### config.mk
export PLATFORM = sky130hd
export DESIGN_NAME = rs_table_flat
export DESIGN_NICKNAME = d
export VERILOG_FILES = /design/src/rtl/rs_table_if.sv /design/src/rtl/rs_table.sv /design/src/flat_wrapper.sv
export SDC_FILE = /design/constraint.sdc
export NUM_CORES = 2
export LEC_CHECK = 0
export CAP_MARGIN = 20
export CORE_AREA = 2 2 562 564
export DETAILED_ROUTE_END_ITERATION = 10
export DIE_AREA = 0 0 564 566
export GPL_TIMING_DRIVEN = 1
export PLACE_DENSITY = 0.43
export SLEW_MARGIN = 20
export SYNTH_ARGS = -nofsm -noshare
export SYNTH_HDL_FRONTEND = slang
export SYNTH_SLANG_ARGS = --single-unit
### constraint.sdc
create_clock -name clock -period 48.9 [get_ports clock]
set_input_delay 9.78 -clock clock [delete_from_list [all_inputs] [get_ports clock]]
set_output_delay 9.78 -clock clock [all_outputs]
set_load 0.005 [all_outputs]
### src/rtl/rs_table_if.sv
// Reservation-station payload types and the dispatch/CDB/issue bundle around rs_table.
// Optional build macro honoured by rs_table: RS_FREE_BYPASS_EN.

package rs_table_pkg;

  localparam int unsigned XLEN          = 32;
  localparam int unsigned ROB_ADDR_BITS = 5;
  localparam int unsigned OP_W          = 4;
  localparam int unsigned DEST_W        = 5;

  // Instruction payload carried from dispatch through the RS to issue
  typedef struct packed {
    logic                     valid;
    logic [OP_W-1:0]          op;
    logic [DEST_W-1:0]        dest;
    logic [ROB_ADDR_BITS-1:0] rob_tag;
    logic [XLEN-1:0]          rs1_value;
    logic [XLEN-1:0]          rs2_value;
  } rs_is_packet_t;

endpackage

interface rs_table_if #(
  parameter int unsigned WIDTH = 16
) ();

  localparam int unsigned CNT_W = $clog2(WIDTH + 1);

  logic                                   squash;

  logic                                   dp_valid;
  rs_table_pkg::rs_is_packet_t            dp_packet;
  logic [rs_table_pkg::ROB_ADDR_BITS-1:0] dp_src1_tag;
  logic                                   dp_src1_rdy;
  logic [rs_table_pkg::ROB_ADDR_BITS-1:0] dp_src2_tag;
  logic                                   dp_src2_rdy;
  logic                                   dp_ready;

  logic                                   cdb_valid;
  logic [rs_table_pkg::ROB_ADDR_BITS-1:0] cdb_tag;
  logic [rs_table_pkg::XLEN-1:0]          cdb_value;

  logic [WIDTH-1:0]                       free;
  logic [WIDTH-1:0]                       req;
  rs_table_pkg::rs_is_packet_t            rs_is_packet_out [WIDTH];
  logic [CNT_W-1:0]                       num_free;

  // Dispatch / CDB / issue side driving the table
  modport master (
    output squash,
    output dp_valid, dp_packet, dp_src1_tag, dp_src1_rdy, dp_src2_tag, dp_src2_rdy,
    input  dp_ready,
    output cdb_valid, cdb_tag, cdb_value,
    output free,
    input  req, rs_is_packet_out, num_free
  );

  // The reservation-station table itself
  modport slave (
    input  squash,
    input  dp_valid, dp_packet, dp_src1_tag, dp_src1_rdy, dp_src2_tag, dp_src2_rdy,
    output dp_ready,
    input  cdb_valid, cdb_tag, cdb_value,
    input  free,
    output req, rs_is_packet_out, num_free
  );

endinterface

### src/rtl/rs_table.sv
// Reservation-station entry storage: allocates dispatched instructions into the lowest empty
// slot, wakes pending operands from the CDB, exposes per-entry issue requests and packets, and
// releases entries selected by issue.
// Build option: define RS_FREE_BYPASS_EN to let entries being freed this cycle be reallocated
// in the same cycle (and count as empty for dp_ready/num_free).

module rs_table
  import rs_table_pkg::*;
#(
  parameter int unsigned WIDTH = 16
) (
  input  logic      clock,
  input  logic      reset,
  rs_table_if.slave bus
);

  localparam int unsigned CNT_W = $clog2(WIDTH + 1);
  localparam int unsigned TAG_W = ROB_ADDR_BITS;

  // Registered entry state
  logic [WIDTH-1:0] valid_q;
  logic [WIDTH-1:0] src1_rdy_q;
  logic [WIDTH-1:0] src2_rdy_q;
  logic [TAG_W-1:0] src1_tag_q [WIDTH];
  logic [TAG_W-1:0] src2_tag_q [WIDTH];
  rs_is_packet_t    pkt_q      [WIDTH];

  // Next-state values
  logic [WIDTH-1:0] valid_d;
  logic [WIDTH-1:0] src1_rdy_d;
  logic [WIDTH-1:0] src2_rdy_d;
  logic [TAG_W-1:0] src1_tag_d [WIDTH];
  logic [TAG_W-1:0] src2_tag_d [WIDTH];
  rs_is_packet_t    pkt_d      [WIDTH];

  // Allocation helpers
  logic [WIDTH-1:0] empty;
  logic [WIDTH-1:0] alloc_oh;
  logic             alloc_en;
  logic [CNT_W-1:0] free_cnt;

  // Dispatch-side operand capture, including a same-cycle CDB hit
  logic          dp_src1_hit;
  logic          dp_src2_hit;
  rs_is_packet_t dp_pkt;

`ifdef RS_FREE_BYPASS_EN
  // Entries being released this cycle are already treated as empty
  assign empty = ~valid_q | bus.free;
`else
  // Only entries invalid in the register are empty
  assign empty = ~valid_q;
`endif

  assign bus.dp_ready = |empty;
  assign bus.num_free = free_cnt;
  assign bus.req      = valid_q & src1_rdy_q & src2_rdy_q;
  assign alloc_en     = bus.dp_valid & bus.dp_ready & ~bus.squash;

  assign dp_src1_hit = bus.cdb_valid & ~bus.dp_src1_rdy & (bus.cdb_tag == bus.dp_src1_tag);
  assign dp_src2_hit = bus.cdb_valid & ~bus.dp_src2_rdy & (bus.cdb_tag == bus.dp_src2_tag);

  // Build the packet written on allocation so a broadcast in the dispatch cycle is never missed
  always_comb begin
    dp_pkt       = bus.dp_packet;
    dp_pkt.valid = 1'b1;
    if (dp_src1_hit) begin
      dp_pkt.rs1_value = bus.cdb_value;
    end
    if (dp_src2_hit) begin
      dp_pkt.rs2_value = bus.cdb_value;
    end
  end

  // Lowest-index empty entry wins the dispatch
  always_comb begin
    logic found;
    alloc_oh = '0;
    found    = 1'b0;
    for (int unsigned i = 0; i < WIDTH; i++) begin
      if (empty[i] && !found) begin
        alloc_oh[i] = 1'b1;
        found       = 1'b1;
      end
    end
  end

  // Count of entries available for dispatch
  always_comb begin
    free_cnt = '0;
    for (int unsigned i = 0; i < WIDTH; i++) begin
      free_cnt = free_cnt + CNT_W'(empty[i]);
    end
  end

  // Per-entry next state: release, CDB wakeup, allocation, then squash overrides all
  always_comb begin
    valid_d    = valid_q;
    src1_rdy_d = src1_rdy_q;
    src2_rdy_d = src2_rdy_q;
    src1_tag_d = src1_tag_q;
    src2_tag_d = src2_tag_q;
    pkt_d      = pkt_q;

    for (int unsigned i = 0; i < WIDTH; i++) begin
      if (bus.free[i]) begin
        valid_d[i] = 1'b0;
      end

      if (valid_q[i] && bus.cdb_valid && !src1_rdy_q[i] && (src1_tag_q[i] == bus.cdb_tag)) begin
        pkt_d[i].rs1_value = bus.cdb_value;
        src1_rdy_d[i]      = 1'b1;
      end

      if (valid_q[i] && bus.cdb_valid && !src2_rdy_q[i] && (src2_tag_q[i] == bus.cdb_tag)) begin
        pkt_d[i].rs2_value = bus.cdb_value;
        src2_rdy_d[i]      = 1'b1;
      end

      if (alloc_en && alloc_oh[i]) begin
        valid_d[i]    = 1'b1;
        pkt_d[i]      = dp_pkt;
        src1_tag_d[i] = bus.dp_src1_tag;
        src2_tag_d[i] = bus.dp_src2_tag;
        src1_rdy_d[i] = bus.dp_src1_rdy | dp_src1_hit;
        src2_rdy_d[i] = bus.dp_src2_rdy | dp_src2_hit;
      end
    end

    if (bus.squash) begin
      valid_d = '0;
    end
  end

  // Entry registers; reset clears every entry immediately
  always_ff @(posedge clock or posedge reset) begin
    if (reset) begin
      valid_q    <= '0;
      src1_rdy_q <= '0;
      src2_rdy_q <= '0;
      for (int unsigned i = 0; i < WIDTH; i++) begin
        src1_tag_q[i] <= '0;
        src2_tag_q[i] <= '0;
        pkt_q[i]      <= '0;
      end
    end else begin
      valid_q    <= valid_d;
      src1_rdy_q <= src1_rdy_d;
      src2_rdy_q <= src2_rdy_d;
      src1_tag_q <= src1_tag_d;
      src2_tag_q <= src2_tag_d;
      pkt_q      <= pkt_d;
    end
  end

  // Issue-facing packets; the valid field always mirrors the entry's valid bit
  always_comb begin
    for (int unsigned i = 0; i < WIDTH; i++) begin
      bus.rs_is_packet_out[i]       = pkt_q[i];
      bus.rs_is_packet_out[i].valid = valid_q[i];
    end
  end

endmodule

### src/flat_wrapper.sv
// flat-port wrapper written by rule: the top's interface ports become plain ports
module rs_table_flat import rs_table_pkg::*;
#(
  parameter int unsigned WIDTH = 16
)
  (clock, reset, bus_squash, bus_dp_valid, bus_dp_packet, bus_dp_src1_tag, bus_dp_src1_rdy, bus_dp_src2_tag, bus_dp_src2_rdy, bus_dp_ready, bus_cdb_valid, bus_cdb_tag, bus_cdb_value, bus_free, bus_req, bus_rs_is_packet_out, bus_num_free);
  rs_table_if #(.WIDTH(WIDTH)) bus_i ();
  input  logic clock;
  input  logic reset;
  input wire logic [$bits(bus_i.squash)-1:0] bus_squash;
  input wire logic [$bits(bus_i.dp_valid)-1:0] bus_dp_valid;
  input wire logic [$bits(bus_i.dp_packet)-1:0] bus_dp_packet;
  input wire logic [$bits(bus_i.dp_src1_tag)-1:0] bus_dp_src1_tag;
  input wire logic [$bits(bus_i.dp_src1_rdy)-1:0] bus_dp_src1_rdy;
  input wire logic [$bits(bus_i.dp_src2_tag)-1:0] bus_dp_src2_tag;
  input wire logic [$bits(bus_i.dp_src2_rdy)-1:0] bus_dp_src2_rdy;
  output wire logic [$bits(bus_i.dp_ready)-1:0] bus_dp_ready;
  input wire logic [$bits(bus_i.cdb_valid)-1:0] bus_cdb_valid;
  input wire logic [$bits(bus_i.cdb_tag)-1:0] bus_cdb_tag;
  input wire logic [$bits(bus_i.cdb_value)-1:0] bus_cdb_value;
  input wire logic [$bits(bus_i.free)-1:0] bus_free;
  output wire logic [$bits(bus_i.req)-1:0] bus_req;
  output wire logic [$bits(bus_i.rs_is_packet_out)-1:0] bus_rs_is_packet_out;
  output wire logic [$bits(bus_i.num_free)-1:0] bus_num_free;
  assign bus_i.squash = bus_squash;
  assign bus_i.dp_valid = bus_dp_valid;
  assign bus_i.dp_packet = bus_dp_packet;
  assign bus_i.dp_src1_tag = bus_dp_src1_tag;
  assign bus_i.dp_src1_rdy = bus_dp_src1_rdy;
  assign bus_i.dp_src2_tag = bus_dp_src2_tag;
  assign bus_i.dp_src2_rdy = bus_dp_src2_rdy;
  assign bus_dp_ready = bus_i.dp_ready;
  assign bus_i.cdb_valid = bus_cdb_valid;
  assign bus_i.cdb_tag = bus_cdb_tag;
  assign bus_i.cdb_value = bus_cdb_value;
  assign bus_i.free = bus_free;
  assign bus_req = bus_i.req;
  assign bus_rs_is_packet_out = {>>{bus_i.rs_is_packet_out}};
  assign bus_num_free = bus_i.num_free;
  rs_table #(.WIDTH(WIDTH)) u_core (.clock(clock), .reset(reset), .bus(bus_i));
endmodule
# After elaboration in Yosys (flattened, before gate mapping)
# Index checks and enable logic that the tools add are counted.
# word_totals
ff_bits,1456
input_bits,149
output_inout_bits,1286
word_cells,607
# classes
addsub,15
eq_ne,34
mux,177
bitwise_logic,14
reduce_logical,207
# op_table
cell,n
$mux 32,34
$mux 64,16
$eq 5x5->1,34
$mux 1,126
$logic_and 1x1->1,111
$add 5x1->5,14
$reduce_bool 2->1,32
$reduce_bool 3->1,16
$logic_not 1->1,47
$and 16x16->16,2
$mux 16,1
$not 16->16,1
$reduce_or 16->1,1
$and 1x1->1,6
$not 1->1,3
$add 1x1->2,1
$or 1x1->1,2

# Depth between registers and ports, before layout
# logic_depth
word_depth,50
depth_mapped,14
ltp_nobuf,14

# Worst setup path after synthesis
# OpenSTA, ideal clock, no wires.
# synth_path
path_kind,reg-to-output
startpoint,register u_core.valid_q[0]
endpoint,output port bus_num_free[1]
arrival_time_ns,3.604
slack_ns,35.516
path_stages_with_launch,13
path_cell_list,dfrtp_1 inv_1 ha_1 inv_1 fa_1 fa_1 fa_1 fa_1 inv_1 fa_1 inv_1 fa_1 inv_1
# synth_between
elab_chain_len,16
# synth_lines
item,line_no,rtl
"start, declared",rs_table.sv:21,logic [WIDTH-1:0] valid_q;
"start signal, assigned",rs_table.sv:147,valid_q <= valid_d;
$not 16->16,rs_table.sv:52,assign empty = ~valid_q;
$add 1x1->2,rs_table.sv:92,free_cnt = free_cnt + CNT_W'(empty[i]);
$add 5x1->5 (14 in series),rs_table.sv:92,
"end, declared",flat_wrapper.sv:24,output wire logic [$bits(bus_i.num_free)-1:0] bus_num_free;
# No other way between the ends.

# Worst setup path in the final report
# layout_path
startpoint,register u_core.valid_q[10]
endpoint,output port bus_num_free[3]
# layout_between
elab_chain_len,7
# layout_lines
item,line_no
$not 16->16,rs_table.sv:52
$add 5x1->5 (6 in series),rs_table.sv:92
# No other way between the ends.

==> results.py <==
metrics = {
    "critical_path": {
        "cp_max_fo": 14,
        "worstSetupPathType": "flop to primary output",
        "cp.required_ns": 39.12,
        "crit_top_cell": "fa_1",
        "crit_arrival_ns": 5.76,
        "cp_slowest_cell": "dfrtp_1",
        "cp_slowest_stage_delay_ns": 0.95,
        "path_cells": "fa_1, fa_1, fa_1, fa_1, inv_1, fa_1, a21o_1, a21oi_1, xnor2_1, clkdlybuf4s50_1",
        "cp-end-kind": "primary output",
        "worstSetupStartpointType": "flop",
    },
    "pwr": {
        "internal_power_w": 0.00222,
        "clkPwrFrac_pct": 46.9,
        "switching_share_pct": 27.1,
        "p_per_area_nw_per_um2": 33.8,
        "comb_power_share_pct": 10.9,
        "p_sw_w": 0.000828,
        "pwr-share-seq_pct": 42.2,
        "total_leakage_power_nw": 40.7,
        "total_power_w": 0.00305,
        "peakVddDrop_mv": 0.0265,
    },
    "clock_tree": {
        "clk_pin_slew_ns": 0.06,
        "cts_sinks": 1456,
        "numCtsBuffers": 186,
        "hold_buffers": 0,
        "ctsRootBufferMaster": "clkbuf_16",
        "post-cts-setup-buffers": 0,
        "htree_levels": 4,
        "cts_buffer_depth": 4,
        "cts_resized": 0,
        "clk_latency_ns": 0.89,
        "cts_tree": "yes",
    },
    "timing": {
        "fin_crit_ns": 15.54,
        "drv_slew": 0,
        "fmax_mhz": 64.4,
        "rsz0062_at_grt": "false",
        "setup_ws_ns": 33.36,
        "finalHoldViolations": 0,
        "worst_slew_margin_rel_pct": 18.0,
        "finalCritPeriodShare_pct": 31.8,
        "finalSetupViolCount": 0,
        "finalClockSkew_ns": 0.0817,
        "setup_tns_ns": 0,
        "tightest_slew_ns": 1.23,
    },
    "die": {
        "dieHeight_um": 566,
        "start_util_pct": 20.9,
        "rows": 206,
        "die_area_sq_um": 319000,
        "io_pins": 1435,
        "dieWidth_um": 564,
        "core_area_sq_um": 313000,
    },
    "yosys": {
        "synth_nets": 5937,
        "ys_seq_area_share_pct": 55.7,
        "netlist_instances": 5769,
        "avgSynthCellArea_sq_um": 11.3,
        "synthArstFlopShare_pct": 100,
        "ys_ff_latch": 1456,
        "yosysTopAreaCellShare_pct": 55.7,
        "synth.area.top_cells": "dfrtp_1, o221a_2, nand2_1",
        "synth_warnings": 0,
        "yosysUniqueCellTypes": 69,
        "syn_area_sq_um": 65400,
        "synth_edf_count": 0,
        "synth_area_leader_cell": "dfrtp_1",
        "synth_top_flop_cell": "dfrtp_1",
    },
    "finish": {
        "fin_nets": 7071,
        "fill_cells": 32389,
        "fin_cells": 11258,
        "syn_to_final_growth_pct": 37.9,
        "multi_input_area_sq_um": 26500,
        "utilization_pct": 28.8,
        "drive_above_1_share_pct": 19.3,
        "seq_area_sq_um": 36400,
    },
    "global_route": {
        "overflow": 0,
        "grt_max_degree": 145,
        "grt_use_total_pct": 25.0,
        "antenna_found_initial": 65,
        "grt_first_pass_wirelength_mm": 549,
        "grt_pass1_vias": 57690,
    },
    "route": {
        "drc": 0,
        "vias": 58697,
        "drt_iter0_drc": 6743,
        "wl_mm": 415,
        "via_per_inst": 5.21,
        "wl_per_cell_um": 36.8,
        "ant_nets": 0,
        "dr.pass1.iters": 6,
    },
    "place": {
        "post-place-ws_ns": 33.03,
        "dp_hpwl_mm": 267,
        "gp_congestion": 0.804,
        "io_buffer_count": 1433,
        "placed_cells": 10872,
    },
    "run_status": {
        "status": "finished clean",
    },
    "hold_path": {
        "hold_path.class": "flop to flop",
    },
    "flow_run": {
        "cap_violations": 0,
    },
}
placed cells by master, fill, tap and decap left out, types with 18 or more instances in the layout:
cell,synthesis,routed
nand3b_1,34,34
clkinv_2,0,29
a21o_1,37,34
buf_4,23,226
nand4_1,40,40
clkbuf_8,0,33
clkbuf_1,538,47
o21bai_1,64,64
xnor2_1,139,139
and3_1,276,273
buf_2,116,80
xor2_1,33,33
o22a_1,96,96
clkbuf_16,0,188
nor2_1,28,21
mux2_2,120,120
or3_1,389,388
dfrtp_1,1456,1456
o21a_1,98,97
a22oi_1,66,66
a221o_1,288,288
nand2_1,911,904
inv_1,19,18
clkdlybuf4s50_1,0,1347
nand2b_1,65,65
and2_0,18,18
a22o_1,32,32
o21ai_0,94,94
diode_2,0,54
o221a_2,527,527
worst max-delay path: cells and delay by family (launching register included):
kind                     cells  cell delay [ns]
buffers and inverters        2             0.74
flip-flops                   1             0.95
adder cells (fa/ha/maj)      5             2.44
AO/OA/AOI/OAI                2             0.36
XOR/XNOR                     1             0.36
logic make-up (layout without fill, tap and decap cells):
logic type      Yosys count  count (layout)  share of synthesized area, %
compound gates         1376            1376                          19.8
xor+xnor                172             172                          2.30
fa+ha+maj                19              19                         0.478
flops                  1456            1456                          55.7
buf+inv                 730            2005                          4.72
simple gates           1894            1894                          14.8
other cells               0              54                             0
mux                     122             122                          2.14
layout make-up:
cell class	instances	area share (%)
timing repair buffer	1657	17.4
clock buffer	267	5.90
sequential	1456	40.4
tap	4160	5.77
clock inverter	62	0.926
antenna	54	0.150
multi-input combinational	3583	29.4
inverter	19	0.0833
stage by stage:
stage | area (sq um) | hold slack [ns]
2_1_floorplan | 65400 | 0.458
3_3_place_gp | 83800 | 0.454
3_5_place_dp | 83800 | 0.456
4_1_cts | 89900 | 0.468
5_1_grt | 90000 | 0.495
6_report | 90200 | 0.468
power groups by stage:
stage / Clock, W / Sequential, W / Combinational, W
4_1_cts: 0.00146 / 0.00129 / 0.000335
2_1_floorplan: 0 / 0.00131 / 0.000110
3_3_place_gp: 0 / 0.00131 / 0.000333
5_1_grt: 0.00151 / 0.00129 / 0.000347
6_report: 0.00143 / 0.00129 / 0.000332
3_5_place_dp: 0 / 0.00131 / 0.000334
state kept, by name, summed over array words and instances, names as in the netlist:
name	count
u_core.bus.rs_is_packet_out	1248
u_core.src1_tag_q	80
u_core.src2_tag_q	80
u_core.src1_rdy_q	16
u_core.src2_rdy_q	16
u_core.valid_q	16
worst paths after layout:
path,from,slack [ns],cells after the start,endpoint
worst max-delay path,u_core.valid_q[10]$_DFFE_PP0P_,33.36,10,bus_num_free[3]
worst min-delay path,u_core.bus.rs_is_packet_out[229]$_DFFE_PP0P_,0.47,2,u_core.bus.rs_is_packet_out[229]$_DFFE_PP0P_
worst max register to register,u_core.valid_q[0]$_DFFE_PP0P_,44.62,8,u_core.bus.rs_is_packet_out[741]$_DFFE_PP0P_
worst min register to register,u_core.bus.rs_is_packet_out[229]$_DFFE_PP0P_,0.47,2,u_core.bus.rs_is_packet_out[229]$_DFFE_PP0P_
max in group asynchronous,reset,34.10,8,u_core.bus.rs_is_packet_out[980]$_DFFE_PP0P_
min in group asynchronous,reset,9.41,2,u_core.bus.rs_is_packet_out[329]$_DFFE_PP0P_
cells in the mapped netlist, drive strengths merged, types with 33 or more instances:
master,number
a21o,37
a221o,288
a22oi,66
and2,34
and3,277
buf,173
clkbuf,538
dfrtp,1456
mux2,120
nand2,912
nand2b,65
nand3b,34
nand4,40
o21a,98
o21ai,102
o21bai,64
o221a,544
o22a,96
or3,389
xnor2,139
xor2,33
layer usage:
metal,global-route usage (%),up-vias,part of all wire (%)
met5,0.136,-,0.025
li1,-,23617,-
met2,39.6,3539,46
met1,30.4,30771,39
met4,12.8,16,5.8
met3,7.70,754,9.6
No activity file was read; power rests on OpenSTA's default activity.
